`config.mk`:
```
export PLATFORM = sky130hd
export DESIGN_NAME = clock_display_ctrl
export DESIGN_NICKNAME = d
export VERILOG_FILES = /design/src/rtl/clock_display_ctrl.sv
export SDC_FILE = /design/constraint.sdc
export NUM_CORES = 1
export LEC_CHECK = 0
export CORE_MARGIN = 2
export CORE_UTILIZATION = 57
export CTS_CLUSTER_SIZE = 12
export DETAILED_ROUTE_END_ITERATION = 7
export HOLD_SLACK_MARGIN = 0.03
export PLACE_DENSITY = 0.9
export SLEW_MARGIN = 20
export SYNTH_ARGS = -nofsm -noshare
export SYNTH_HDL_FRONTEND = slang
export SYNTH_SLANG_ARGS = --single-unit
```
`constraint.sdc`:
```
create_clock -name clk -period 2.75 [get_ports clk]
set_input_delay 0.4125 -clock clk [delete_from_list [all_inputs] [get_ports clk]]
set_output_delay 0.4125 -clock clk [all_outputs]
set_load 0.01 [all_outputs]
```
`src/rtl/clock_display_ctrl.sv`:
```
// HH:MM:SS BCD timekeeper with RUN / SET_HR / SET_MIN mode sequencing and
// blink/blanking control for a four-digit seven-segment HH:MM display.
module clock_display_ctrl #(
    parameter int BLINK_DIV = 12_500_000,
    parameter bit LZ_BLANK  = 1'b1
) (
    input  logic        clk,
    input  logic        rst,
    input  logic        tick_sec,
    input  logic        key_mode,
    input  logic        key_inc,
    output logic [15:0] digit_num,
    output logic [3:0]  digit_en,
    output logic [1:0]  mode,
    output logic        colon
);

    localparam int CW = (BLINK_DIV > 2) ? $clog2(BLINK_DIV) : 1;
    localparam logic [CW-1:0] CNT_LAST = CW'(BLINK_DIV - 1);

    typedef enum logic [1:0] {
        MODE_RUN     = 2'd0,
        MODE_SET_HR  = 2'd1,
        MODE_SET_MIN = 2'd2
    } mode_e;

    // Increment a 00..59 BCD pair; bit 8 of the result is the carry out of 59.
    function automatic logic [8:0] sexa_inc(input logic [7:0] v);
        logic [8:0] r;
        if (v[3:0] != 4'd9) begin
            r = {1'b0, v[7:4], v[3:0] + 4'd1};
        end else if (v[7:4] != 4'd5) begin
            r = {1'b0, v[7:4] + 4'd1, 4'd0};
        end else begin
            r = {1'b1, 8'h00};
        end
        return r;
    endfunction

    // Increment a 00..23 BCD hour pair, wrapping 23 to 00.
    function automatic logic [7:0] hour_inc(input logic [7:0] v);
        logic [7:0] r;
        if (v == 8'h23) begin
            r = 8'h00;
        end else if (v[3:0] == 4'd9) begin
            r = {v[7:4] + 4'd1, 4'd0};
        end else begin
            r = {v[7:4], v[3:0] + 4'd1};
        end
        return r;
    endfunction

    mode_e          mode_q, mode_d;
    logic [7:0]     hh_q, hh_d;
    logic [7:0]     mm_q, mm_d;
    logic [7:0]     ss_q, ss_d;
    logic [CW-1:0]  cnt_q, cnt_d;
    logic           phase_q, phase_d;
    logic [3:0]     en_q, en_d;
    logic           colon_q, colon_d;
    logic           reload_s;
    logic [8:0]     ss_inc_s;
    logic [8:0]     mm_inc_s;
    logic [8:0]     mm_set_s;

    assign ss_inc_s = sexa_inc(ss_q);
    assign mm_inc_s = sexa_inc(mm_q);
    assign mm_set_s = sexa_inc(mm_q);

    // Mode FSM and time update; key_mode takes priority over key_inc.
    always_comb begin
        mode_d   = mode_q;
        hh_d     = hh_q;
        mm_d     = mm_q;
        ss_d     = ss_q;
        reload_s = 1'b0;
        if (key_mode) begin
            reload_s = 1'b1;
            case (mode_q)
                MODE_RUN:     mode_d = MODE_SET_HR;
                MODE_SET_HR:  mode_d = MODE_SET_MIN;
                MODE_SET_MIN: begin
                    mode_d = MODE_RUN;
                    ss_d   = 8'h00;
                end
                default:      mode_d = MODE_RUN;
            endcase
        end else if (key_inc) begin
            case (mode_q)
                MODE_SET_HR: begin
                    hh_d     = hour_inc(hh_q);
                    reload_s = 1'b1;
                end
                MODE_SET_MIN: begin
                    mm_d     = mm_set_s[7:0];
                    reload_s = 1'b1;
                end
                default: begin
                    reload_s = 1'b0;
                end
            endcase
        end else begin
            reload_s = 1'b0;
        end

        if (tick_sec && (mode_q == MODE_RUN)) begin
            ss_d = ss_inc_s[7:0];
            if (ss_inc_s[8]) begin
                mm_d = mm_inc_s[7:0];
                if (mm_inc_s[8]) begin
                    hh_d = hour_inc(hh_q);
                end else begin
                    hh_d = hh_q;
                end
            end else begin
                mm_d = mm_q;
            end
        end else begin
            ss_d = ss_d;
        end
    end

    // Blink timebase; a reload makes the field being set visible immediately.
    always_comb begin
        cnt_d   = cnt_q;
        phase_d = phase_q;
        if (reload_s) begin
            cnt_d   = {CW{1'b0}};
            phase_d = 1'b1;
        end else if (cnt_q == CNT_LAST) begin
            cnt_d   = {CW{1'b0}};
            phase_d = ~phase_q;
        end else begin
            cnt_d = cnt_q + {{(CW-1){1'b0}}, 1'b1};
        end
    end

    // Digit enables and colon derived from next-state values so outputs track the same edge.
    always_comb begin
        en_d    = 4'b1111;
        colon_d = 1'b1;
        case (mode_d)
            MODE_RUN: begin
                en_d    = 4'b1111;
                colon_d = ~ss_d[0];
            end
            MODE_SET_HR: begin
                en_d    = {phase_d, phase_d, 2'b11};
                colon_d = 1'b1;
            end
            MODE_SET_MIN: begin
                en_d    = {2'b11, phase_d, phase_d};
                colon_d = 1'b1;
            end
            default: begin
                en_d    = 4'b1111;
                colon_d = 1'b1;
            end
        endcase
        if (LZ_BLANK && (hh_d[7:4] == 4'd0)) begin
            en_d[3] = 1'b0;
        end else begin
            en_d[3] = en_d[3];
        end
    end

    // State and output registers with synchronous reset.
    always_ff @(posedge clk) begin
        if (rst) begin
            mode_q  <= MODE_RUN;
            hh_q    <= 8'h00;
            mm_q    <= 8'h00;
            ss_q    <= 8'h00;
            cnt_q   <= {CW{1'b0}};
            phase_q <= 1'b1;
            en_q    <= LZ_BLANK ? 4'b0111 : 4'b1111;
            colon_q <= 1'b1;
        end else begin
            mode_q  <= mode_d;
            hh_q    <= hh_d;
            mm_q    <= mm_d;
            ss_q    <= ss_d;
            cnt_q   <= cnt_d;
            phase_q <= phase_d;
            en_q    <= en_d;
            colon_q <= colon_d;
        end
    end

    assign digit_num = {hh_q, mm_q};
    assign digit_en  = en_q;
    assign mode      = mode_q;
    assign colon     = colon_q;

endmodule

```
==> metrics.txt, run 1 <==
total nets after synthesis 360; non-filler instance count after layout 434; sequential fraction of the synthesis area 0.389; peak ir drop on the vdd network 0.000245 V; power density cells 458 nW/um^2; GRT overflow 0; capture point of the worst reg-to-reg path hh_q[3]; layout cell share with drive strength beyond 1 0.0490; commonest non-fill, non-tap cell in the layout dfxtp_1; synthesized-area fraction occupied by adder cells 0.0707; highest-count cells in the layout ignoring fill and taps dfxtp_1, nor2_1, clkdlybuf4s50_1, inv_1, a21oi_1; capturing instance or port of the critical path hh_q[3]; buffer type at the clock tree root clkbuf_8; shortest clock period the worst path allows after layout 2.26 ns; CTS tree built; Seq cells post-synth 55; Cell Area, Placed 3170 um^2; Sink Count 55; Setup-failing EPs final 0; fraction of the cycle the final worst path needs 0.821; total number of cells along the worst setup path 6; max incr delay on CP 0.66 ns; Vias 2456; unrepaired setup endpoints after global routing no; multi-input gate area in the final layout 1600 um^2; synthesis warning total 0; multiplexer area fraction after synthesis 0.0212; number of maximum-capacitance violations 0; Die Y-Extent 74.5 um; slowest cell on the critical path or4_1; total global-route track usage 0.222; number of hold buffers added after cts 0; worst clock skew 0.00614 ns; final standard cell area without fillers 3280 um^2; category of the critical setup timing path flip-flop to flip-flop; Static Leakage 0.00114 uW; type of the worst min-delay path flip-flop to flip-flop; count of endpoints failing hold in the final timing report 0; final core utilization 0.691; max_slew headroom 0.661; Final nets 387; post-synthesis compound-gate area fraction 0.117; clk slew on worst S/H paths 0.09 ns; beginning of the critical path ss_q[0]; area grow syn2layout 15.9%; die width 74.5 um; status completed; area of the die 5550 um^2; area share of xor/xnor cells in the synthesized design 0.0773; buffers inserted during post-CTS setup optimization 0; number of synthesized flops with an enable pin 0; R2R Path Start ss_q[0]; Slew Viols, Final 0; sum of net half-perimeters after detailed placement 4040 um; hold_ws 0.489 ns; routed length per placed instance 13.3 um; endpoint arrival time on the critical path 2.50 ns; measured slew at the worst slew-check pin 0.505 ns; Top Ports 28; TritonRoute pass-1 iters 4; Syn Area/Cell 8.36 um^2; reg-to-reg slack, setup 0.49 ns; Final ANT Viol Nets 0; Critical Path RT 2.99 ns; vias in the first global route 2258; sum of buffers and inverters on the critical path 0; maximum number of pins on one net before global-route repair 31; FF+latch area 1100 um^2; CP Capture Type flip-flop; post-synth design cell area 2830 um^2; Placeable Area 4750 um^2; number of levels the H-tree was split into 2; Port Buf Inserts 27; gpl congestion 0.917; Post-synth top flop dfxtp_1; worst-path cell chain ha_1 > nand4b_1 > or4_1 > and2_4 > or3_1 > a21oi_1; # fillers 409; largest fanout on the critical path 7; FF-to-FF path depth 6; effective utilization at floorplan 0.596; final wirelength 5790 um; drt initial violations 104; simple-gate area share of the yosys netlist 0.279; number of standard cells after synthesis 339; number of distinct standard cells referenced by the synthesized netlist 48; residual DRC count 0; number of buffers created by CTS 5; Core Rows 25; antenna diode count 0; number of buffers on the longest clock path 2; Worst setup SP type flip-flop; dominant delay contributor by cell family on the critical path simple AND/OR/NAND/NOR gates; # resized after CTS 0; initial antenna violation count 0; worst skew pair latency 0.31 ns; f_max 0.443 GHz; vias per cell 5.66; combinational family with the most area after synthesis simple AND/OR/NAND/NOR gates; Setup TNS 0 ns; cell total after placement 426; first-pass GRT wire length 9720 um; async set or reset register ratio after synthesis 0
==> metrics by stage <==
| step | total power [uW] | setup WS (ns) |
|---|---|---|
| after floorplan | 919 | 0.699 |
| after global placement | 964 | 0.333 |
| after detailed placement | 967 | 0.259 |
| after CTS | 1510 | 0.497 |
| after global routing | 1560 | 0.330 |
| final | 1500 | 0.492 |
==> flip-flops by register name, indices dropped and copies added, names as in the netlist <==
signal / flops
colon: 1
cnt_q: 24
mm_q: 8
digit_en: 3
hh_q: 8
mode: 2
ss_q: 8
phase_q: 1
==> synth_stat cells, types with 6 or more instances <==
cell type | number | area share
nor2_1 | 51 | 0.068
clkbuf_1 | 8 | 0.011
or3_1 | 10 | 0.022
xnor2_1 | 18 | 0.056
a21oi_1 | 23 | 0.041
nand3_1 | 13 | 0.023
ha_1 | 16 | 0.071
nand2_1 | 20 | 0.027
o21ai_0 | 13 | 0.023
nor3_1 | 8 | 0.014
dfxtp_1 | 55 | 0.39
xor2_1 | 7 | 0.022
mux2i_1 | 6 | 0.021
inv_1 | 23 | 0.030
==> layout make-up <==
class                           count  share of cell area
Sequential cell                    55               0.335
Tap cell                           67              0.0255
Clock inverter                      2              0.0107
Clock buffer                        6              0.0251
Timing Repair Buffer               30              0.0891
Multi-Input combinational cell    251               0.488
Inverter                           23              0.0263
==> power by group <==
group / switching [uW] / total [uW] / leakage [uW] / internal, uW
combinational: 75.7 / 132 / 0.000631 / 55.9
clock: 257 / 552 / 0.0000612 / 295
sequential: 11.9 / 820 / 0.000444 / 808
total: 345 / 1500 / 0.00114 / 1160
==> kinds of logic (layout without fill, tap and decap cells) <==
family / count (synthesis) / in the layout
AO/OA/AOI/OAI: 55 / 55
XOR/XNOR: 25 / 25
adder cells (fa/ha/maj): 16 / 16
buffers and inverters: 33 / 61
flip-flops: 55 / 55
multiplexers: 6 / 6
AND/OR/NAND/NOR: 149 / 149
==> routing by layer <==
layer / global-route usage / vias to the layer above / share of wire
li1: - / 1229 / -
met1: 0.277 / 1169 / 0.46
met2: 0.382 / 51 / 0.50
met3: 0.0461 / 7 / 0.032
met4: 0.0734 / 0 / 0.010
met5: 0 / - / 0
==> how the worst min path moves through the flow <==
stage,startpoint,to,slack [ns],cells past startpoint
3_5_place_dp,cnt_q[0],cnt_q[0],0.48,1
3_3_place_gp,cnt_q[0],cnt_q[0],0.45,1
6_report,cnt_q[0],cnt_q[0],0.49,1
5_1_grt,cnt_q[0],cnt_q[0],0.52,1
2_1_floorplan,cnt_q[0],cnt_q[0],0.43,1
4_1_cts,cnt_q[0],cnt_q[0],0.50,1
==> worst register-to-register path: cells and delay by family, from the launching register on <==
family,cells,cell delay [ns]
AOI/OAI and AO/OA,1,0.15
adders and majority gates,1,0.23
DFF,1,0.42
and+or+nand+nor,4,1.39
Power figures use the tool's default switching activity.
==> run 2, diff against run 1 <==
Clock period 2.75 ns to 2.4 ns, I/O delays scaled along.
==> run 2 against run 1 <==
Against the previous run:
- clock-buffer cell count down 1
- critical path type unchanged
- combinational power grew 20%
- final area is 0.19% lower
- power is 8.0% higher
- largest cell class unchanged
- first-iteration DRC count is 9.6% higher
==> metrics.txt, run 2 (same netlist as run 1, synthesis figures left out) <==
Top Metal Used met4; Vias 2477; number of flip-flops in the largest register 24; number of hold buffers added after cts 0; residual DRC count 0; category of the critical setup timing path flip-flop to flip-flop; max incr delay on CP 0.58 ns; final wirelength 5960 um; reg-to-reg slack, setup 0.18 ns; Final nets 389; f_max 0.451 GHz; area of the die 5550 um^2; Hold Crit Depth 1; routed length per placed instance 13.7 um; commonest non-fill, non-tap cell in the layout dfxtp_1; initial antenna violation count 0; # resized after CTS 0; antenna diode count 0; met3 WL post-DR 220 um; measured slew at the worst slew-check pin 0.706 ns; drt initial violations 114; clk slew on worst S/H paths 0.11 ns; unrepaired setup endpoints after global routing no; fraction of the cycle the final worst path needs 0.924; hold_ws 0.478 ns; Static Leakage 0.00113 uW; buffer type at the clock tree root clkbuf_8; Sink Count 55; beginning of the worst hold path cnt_q[0]; Placeable Area 4750 um^2; overall power consumption 1620 uW; Top Ports 28; maximum number of pins on one net before global-route repair 31; Worst setup SP type flip-flop; vias in the first global route 2306; Setup TNS 0 ns; Critical Path RT 2.64 ns; max_slew headroom 0.530; Port Buf Inserts 27; count of endpoints failing hold in the final timing report 0; CTS tree built; Final ANT Viol Nets 0; layout cell share with drive strength beyond 1 0.0569; buffers inserted during post-CTS setup optimization 0; number of buffers on the longest clock path 2; worst clock skew 0.0131 ns; effective utilization at floorplan 0.596; worst skew pair latency 0.31 ns; Core Rows 25; dominant delay contributor by cell family on the critical path simple AND/OR/NAND/NOR gates; sum of net half-perimeters after detailed placement 4290 um; peak ir drop on the vdd network 0.000385 V; number of maximum-capacitance violations 0; capture point of the worst reg-to-reg path hh_q[3]; total global-route track usage 0.230; sum of met2 wire segment lengths after detailed routing 2930 um; die width 74.5 um; vias per cell 5.68; Die Y-Extent 74.5 um; highest-count cells in the layout ignoring fill and taps dfxtp_1, nor2_1, clkdlybuf4s50_1, inv_1, a21oi_1; # fillers 375; TritonRoute pass-1 iters 4; FF-to-FF path depth 7; number of levels the H-tree was split into 2; first-pass GRT wire length 9910 um; largest fanout on the critical path 7; Setup-failing EPs final 0; Hold Crit Endpoint cnt_q[0]; shortest clock period the worst path allows after layout 2.22 ns; endpoint arrival time on the critical path 2.46 ns; GRT overflow 0; power density cells 495 nW/um^2; number of buffers created by CTS 5; largest reg by FF count cnt_q; type of the worst min-delay path flip-flop to flip-flop; area grow syn2layout 15.7%; cell total after placement 428; sum of buffers and inverters on the critical path 1; total number of cells along the worst setup path 7; Slew Viols, Final 0; non-filler instance count after layout 436; slowest cell on the critical path or4_4; R2R Path Start mode[1]; gpl congestion 0.922; status completed; CP Capture Type flip-flop; worst-path cell chain inv_1 > ha_1 > nand4b_1 > or4_4 > and2_4 > or3_1 > a21oi_1; Post-Route M1 WL 2640 um
==> run 2: layer usage <==
layer / up-vias / global-route usage
li1: 1223 / -
met1: 1178 / 0.275
met3: 16 / 0.0447
met5: - / 0
met2: 60 / 0.394
met4: 0 / 0.111
==> run 2: per-stage QoR <==
step,area (um^2),setup WS (ns),util
after CTS,3270,0.113,0.689
after global routing,3280,0.104,0.689
final,3280,0.182,0.689
after detailed placement,3180,-0.00715,0.669
after floorplan,2830,0.349,-
after global placement,3180,0.0715,0.669
==> run 2: worst max-delay path by stage <==
stage               startpoint           to
detailed placement    tick_sec      hh_q[3]
global route           mode[1]  digit_en[3]
finish                 mode[1]      hh_q[3]
CTS                    mode[1]      hh_q[3]
floorplan              mode[0]      hh_q[1]
global placement      tick_sec      hh_q[1]
==> run 2: final cells by class <==
| cell class | count | area (um^2) | share of cell area |
|---|---|---|---|
| multi-input cells | 251 | 1610 | 0.490 |
| flip-flops and latches | 55 | 1100 | 0.336 |
| well taps | 67 | 83.8 | 0.0256 |
| clock inverters | 3 | 23.8 | 0.00725 |
| inverters | 23 | 86.3 | 0.0263 |
| repair buffers | 32 | 308 | 0.0939 |
| clock buffers | 5 | 68.8 | 0.0210 |
==> run 2: worst reg2reg max path, cell delays in order (launching register included) <==
cell and delay, ns:
dfxtp_1 0.36, inv_1 0.12, ha_1 0.25, nand4b_1 0.12
or4_4 0.58, and2_4 0.21, or3_1 0.35, a21oi_1 0.16
==> run 2: power breakdown <==
part           internal (uW)  total [uW]  switching [uW]
Sequential               926         940            13.7
Clock                    211         526             314
Combinational           68.6         158            89.8
==> RTL edit 1, RTL diff (config.mk and constraints of run 1) <==
Make the reset (`rst`) asynchronous in one clocked block. Comments in the files are not updated.
--- a/src/rtl/clock_display_ctrl.sv
+++ b/src/rtl/clock_display_ctrl.sv
@@ -167,3 +167,3 @@
     // State and output registers with synchronous reset.
-    always_ff @(posedge clk) begin
+    always_ff @(posedge clk or posedge rst) begin
         if (rst) begin
Behaviour: differs if rst is asserted again (counterexample within 4 cycles, from zero or initial values and one cycle with rst high); with rst held inactive, the same outputs for 10 cycles.
==> RTL edit 1 against run 1 <==
  * Area after synthesis increased by 6.5%
  * Clock skew about the same
  * Wire length shrank 0.62%
  * Sequential cell count unchanged
  * Cell area increased by 5.8%
  * Highest routed layer unchanged
  * First-iteration DRC count up 30%
  * Die area rose by 6.1%
  * Worst setup slack improved by 33 ps
  * Critical path type unchanged
Power is not compared: it rests on default switching activity, and its combinational part moved more than twofold at a synthesized area within 25%.
==> RTL edit 1: results (changes against run 1) <==
Critical path
  • Worst Path Max Fanout: 6 (-1)
  • Arrival time of the worst setup path: 2410 ps (-90 ps)
  • CP max-delay cell: or4b_2
  • Crit-path leading delay family: simple AND/OR/NAND/NOR gates
  • Critical Path Max Stage Delay: 600 ps (-60 ps)

Logic synthesis
  • Post-Synth Adder-Cell Area: 6.636% (-0.43 points)
  • Post-synth cell types: 56 (+17%)
  • XOR/XNOR Fraction of Synth Area: 8.129% (+0.40 points)
  • Top cells by count, synth: dfrtp_1 (51), nor2_1 (36), nand2_1 (28)
  • Syn nets: 329 (-8.6%)
  • Top post-synthesis cells by area: dfrtp_1 (42%), ha_1 (6.6%), xnor2_1 (4.6%), nor2_1 (4.5%), dfstp_2 (3.5%)
  • Post-synth EDFFs: 0 (unchanged)
  • Ys async rst share: 100.0% (+100 points)
  • Top FF cell, synth: dfrtp_1
  • Post-synthesis compound-gate area fraction: 10.08% (-1.7 points)
  • Post-synthesis mux area share: 1.120% (-1.0 points)

Global route
  • Largest net degree at the start of global routing: 56 (+81%)
  • Grt met3 use: 4.235% (-0.37 points)
  • First-pass GRT wire length: 9.894 mm (+1.8%)
  • GR Util met1: 26.50% (-1.2 points)
  • GRT Resource Usage Total: 20.57% (-1.6 points)
  • Number of global-route vias before repair: 2278 (+0.89%)
  • GR Layer Usage met2: 33.60% (-4.7 points)

Finish
  • NumNets Final: 359 (-7.2%)
  • Layout cell share with drive strength beyond 1: 9.145% (+4.2 points)
  • Fillers: 371 (-9.3%)

Drt
  • DR WL met3: 263 microns (+41%)
  • DRT Wirelength: 5.754 mm (-0.62%)
  • Avg Vias per Cell: 5.672 (+0.24%)
  • Iteration-0 DRC Markers: 135 (+30%)
  • WL met1: 2.535 mm (-4.9%)

Placed design
  • GPL Wtd Cong: 0.8606 (-6.1%)
  • Dpl hpwl: 4.148 mm (+2.6%)

Outcome
  • Status: complete, no violations
## RTL edit 1: area by class of cell
class,instances,area share [%]
multi-input combinational,222,43.45
clock inverter,2,1.008
timing repair buffer,29,8.207
sequential,55,39.74
inverter,25,2.700
clock buffer,6,2.376
tap,70,2.520
## RTL edit 1: power breakdown
| group | leakage, nW | total [W] | internal, W | switching (W) |
|---|---|---|---|---|
| clock network | 0.0612 | 0.000551 | 0.000295 | 0.000256 |
| registers | 0.731 | 0.00109 | 0.000943 | 0.000143 |
| logic | 0.741 | 0.000734 | 0.000350 | 0.000384 |
| total | 1.53 | 0.00237 | 0.00159 | 0.000782 |
## RTL edit 1: per-stage QoR
step,instances,setup WS [ps],cell area [sq um],hold WS [ps],power [W]
floorplan,308,689.8,3017,454.9,0.001505
detailed placement,401,433.3,3358,478.4,0.001831
global placement,401,501.7,3358,473.0,0.001787
CTS,409,525.7,3476,490.7,0.002385
global route,409,354.9,3476,521.7,0.002509
finish,409,525.0,3476,486.1,0.002370
## RTL edit 1: path summary, 6_finish.rpt
kind / from / to / slack, ps
hold / removal: cnt_q[0]$_DFF_PP0_ / cnt_q[0]$_DFF_PP0_ / 490
setup / recovery: hh_q[0]$_DFFE_PP0P_ / digit_en[3]$_DFF_PP0_ / 530
hold reg to reg: cnt_q[0]$_DFF_PP0_ / cnt_q[0]$_DFF_PP0_ / 490
max in group asynchronous: rst / mm_q[1]$_DFFE_PP0P_ / 1700
setup reg to reg: hh_q[0]$_DFFE_PP0P_ / digit_en[3]$_DFF_PP0_ / 530
min in group asynchronous: rst / cnt_q[19]$_DFF_PP0_ / 600
## RTL edit 1: worst register-to-register path, stage by stage (launching register included)
cell	delay [ps]
dfrtp_1	430
ha_1	200
or4b_2	600
nor3b_2	340
o22ai_1	160
a2bb2oi_1	240
a31oi_1	130
==> RTL edit 2, RTL diff (config.mk and constraints of run 1) <==
Made on the original files. The parameter `LZ_BLANK` goes from 1'b1 to 1'b0.
--- a/src/rtl/clock_display_ctrl.sv
+++ b/src/rtl/clock_display_ctrl.sv
@@ -4,3 +4,3 @@
     parameter int BLINK_DIV = 12_500_000,
-    parameter bit LZ_BLANK  = 1'b1
+    parameter bit LZ_BLANK  = 1'b0
 ) (
Behaviour: not the same (Yosys sat finds a counterexample within 4 cycles, from zero or initial values and one cycle with rst high).
==> RTL edit 2 against run 1 <==
  * Area after synthesis shrank 2.2%
  * Worst setup slack got worse by 130 ps
  * Sequential power fell by 1%
  * Count of clock-buffer cells in the layout did not move
  * Cell area fell by 4.0%
  * Worst hold slack better by 13 ps
  * Critical path depth rose by 1
  * Sequential cell count fell by 1
  * Wire length decreased by 4.2%
  * Power decreased by 7.9%
  * Largest power group unchanged
==> RTL edit 2: results (changes against run 1) <==
Pwr
  • NetSw: 0.0003492 W (+1.2%)
  • Total sequential power: 0.000811 W (-1%)
  • Max IR drop VDD: 0.0002269 V (-7.4%)
  • Static Leak: 1.110 nW (-2.3%)

Global route
  • Grt met3 use: 5.761% (+1.2 points)
  • GR Layer Usage met2: 38.39% (+0.14 points)
  • First-pass GRT wire length: 9.370 mm (-3.6%)
  • Largest net degree at the start of global routing: 30 (-3.2%)
  • GRT Resource Usage Total: 22.05% (-0.15 points)
  • GR Util met1: 25.70% (-2.0 points)
  • Number of global-route vias before repair: 2200 (-2.6%)

Outcome
  • Status: complete, no violations

CTS
  • Num CTS Buffers: 5 (unchanged)
  • Setup bufs post-CTS: 0 (unchanged)

Drt
  • WL met1: 2.433 mm (-8.7%)
  • Met2 wire length: 2.771 mm (-3.8%)
  • DR WL met3: 216 microns (+16%)
  • Post-DR wirelength/cell: 13.97 microns (+4.8%)
  • Via Count: 2307 (-6.1%)

Finish
  • NumNets Final: 364 (-5.9%)
  • Layout cell share with drive strength beyond 1: 4.665% (-0.24 points)
  • CLK BUF: 6 (unchanged)
  • Largest register FFs: 24 (unchanged)
  • Non-clk bufs: 31 (+3.3%)
  • Multi-Input Combinational: 234 (-6.8%)
  • Seq cells: 54 (-1.8%)
  • Clk tree area frac: 2.738% (-0.84 points)
  • Seq/total area: 34.29% (+0.76 points)
  • Multi-input logic area: 1558 sq um (-2.8%)
  • NonClk Buf Share: 9.524% (+0.61 points)
  • Fillers: 378 (-7.6%)
  • Number of non-clock inverters in the layout: 16 (-30%)

Critical path
  • Arrival time of the worst setup path: 2580 ps (+80 ps)
  • CP max-delay cell: o31a_1
  • Critical Path Max Stage Delay: 460 ps (-200 ps)
  • Worst Path Max Fanout: 12 (+5)

Logic synthesis
  • Sequential element share of the synthesized area: 39.02% (+0.16 points)
  • Top cells by count, synth: dfxtp_1 (54), nor2_1 (45), nand3_1 (20)
  • Syn nets: 339 (-5.8%)
  • Post-synth cell types: 46 (-4.2%)

Placed design
  • GPL Wtd Cong: 0.9434 (+2.9%)
  • Dpl hpwl: 3.919 mm (-3.0%)

STA
  • Relative slew slack: 52.11% (-14 points)
  • Worst Skew: 10.37 ps (+4.235 ps)
## RTL edit 2: cell types whose count changed in the layout (fill, tap and decap cells not counted), moves of 5 or more
cell	run 1	this run
xnor2_1	18	13
nor2_1	51	45
nand3_1	13	20
a21oi_1	23	15
o21ai_0	13	7
inv_1	23	16
nand2_1	20	15
xor2_1	7	12
## RTL edit 2: path summary, 6_finish.rpt
kind	from	endpoint	slack (ps)	cells past startpoint
setup reg to reg	mode[1]$_SDFF_PP0_	hh_q[7]$_SDFFE_PP0P_	360	7
hold / removal	cnt_q[0]$_SDFF_PP0_	cnt_q[0]$_SDFF_PP0_	500	1
setup / recovery	mode[1]$_SDFF_PP0_	hh_q[7]$_SDFFE_PP0P_	360	7
hold reg to reg	cnt_q[0]$_SDFF_PP0_	cnt_q[0]$_SDFF_PP0_	500	1
## RTL edit 2: kinds of logic (layout without fill, tap and decap cells)
| logic type | Yosys count | in the layout | synth area share (%) |
|---|---|---|---|
| simple gates | 142 | 142 | 27.78 |
| flops | 54 | 54 | 39.02 |
| compound gates | 42 | 42 | 9.892 |
| buf+inv | 29 | 55 | 4.742 |
| xor+xnor | 25 | 25 | 7.904 |
| fa+ha+maj | 17 | 17 | 7.678 |
| mux | 8 | 8 | 2.981 |
## RTL edit 2: metrics by stage
| step | hold slack (ps) | power (W) | setup slack, ps | cells | instance area (sq um) |
|---|---|---|---|---|---|
| after global routing | 520.8 | 0.001447 | 196.3 | 397 | 3153 |
| final | 502.4 | 0.001385 | 362.3 | 397 | 3153 |
| after CTS | 491.8 | 0.001393 | 344.8 | 397 | 3153 |
| after floorplan | 441.4 | 0.0009128 | 394.0 | 317 | 2770 |
| after detailed placement | 471.0 | 0.0009645 | 97.69 | 389 | 3067 |
| after global placement | 457.2 | 0.0009590 | 148.5 | 389 | 3067 |
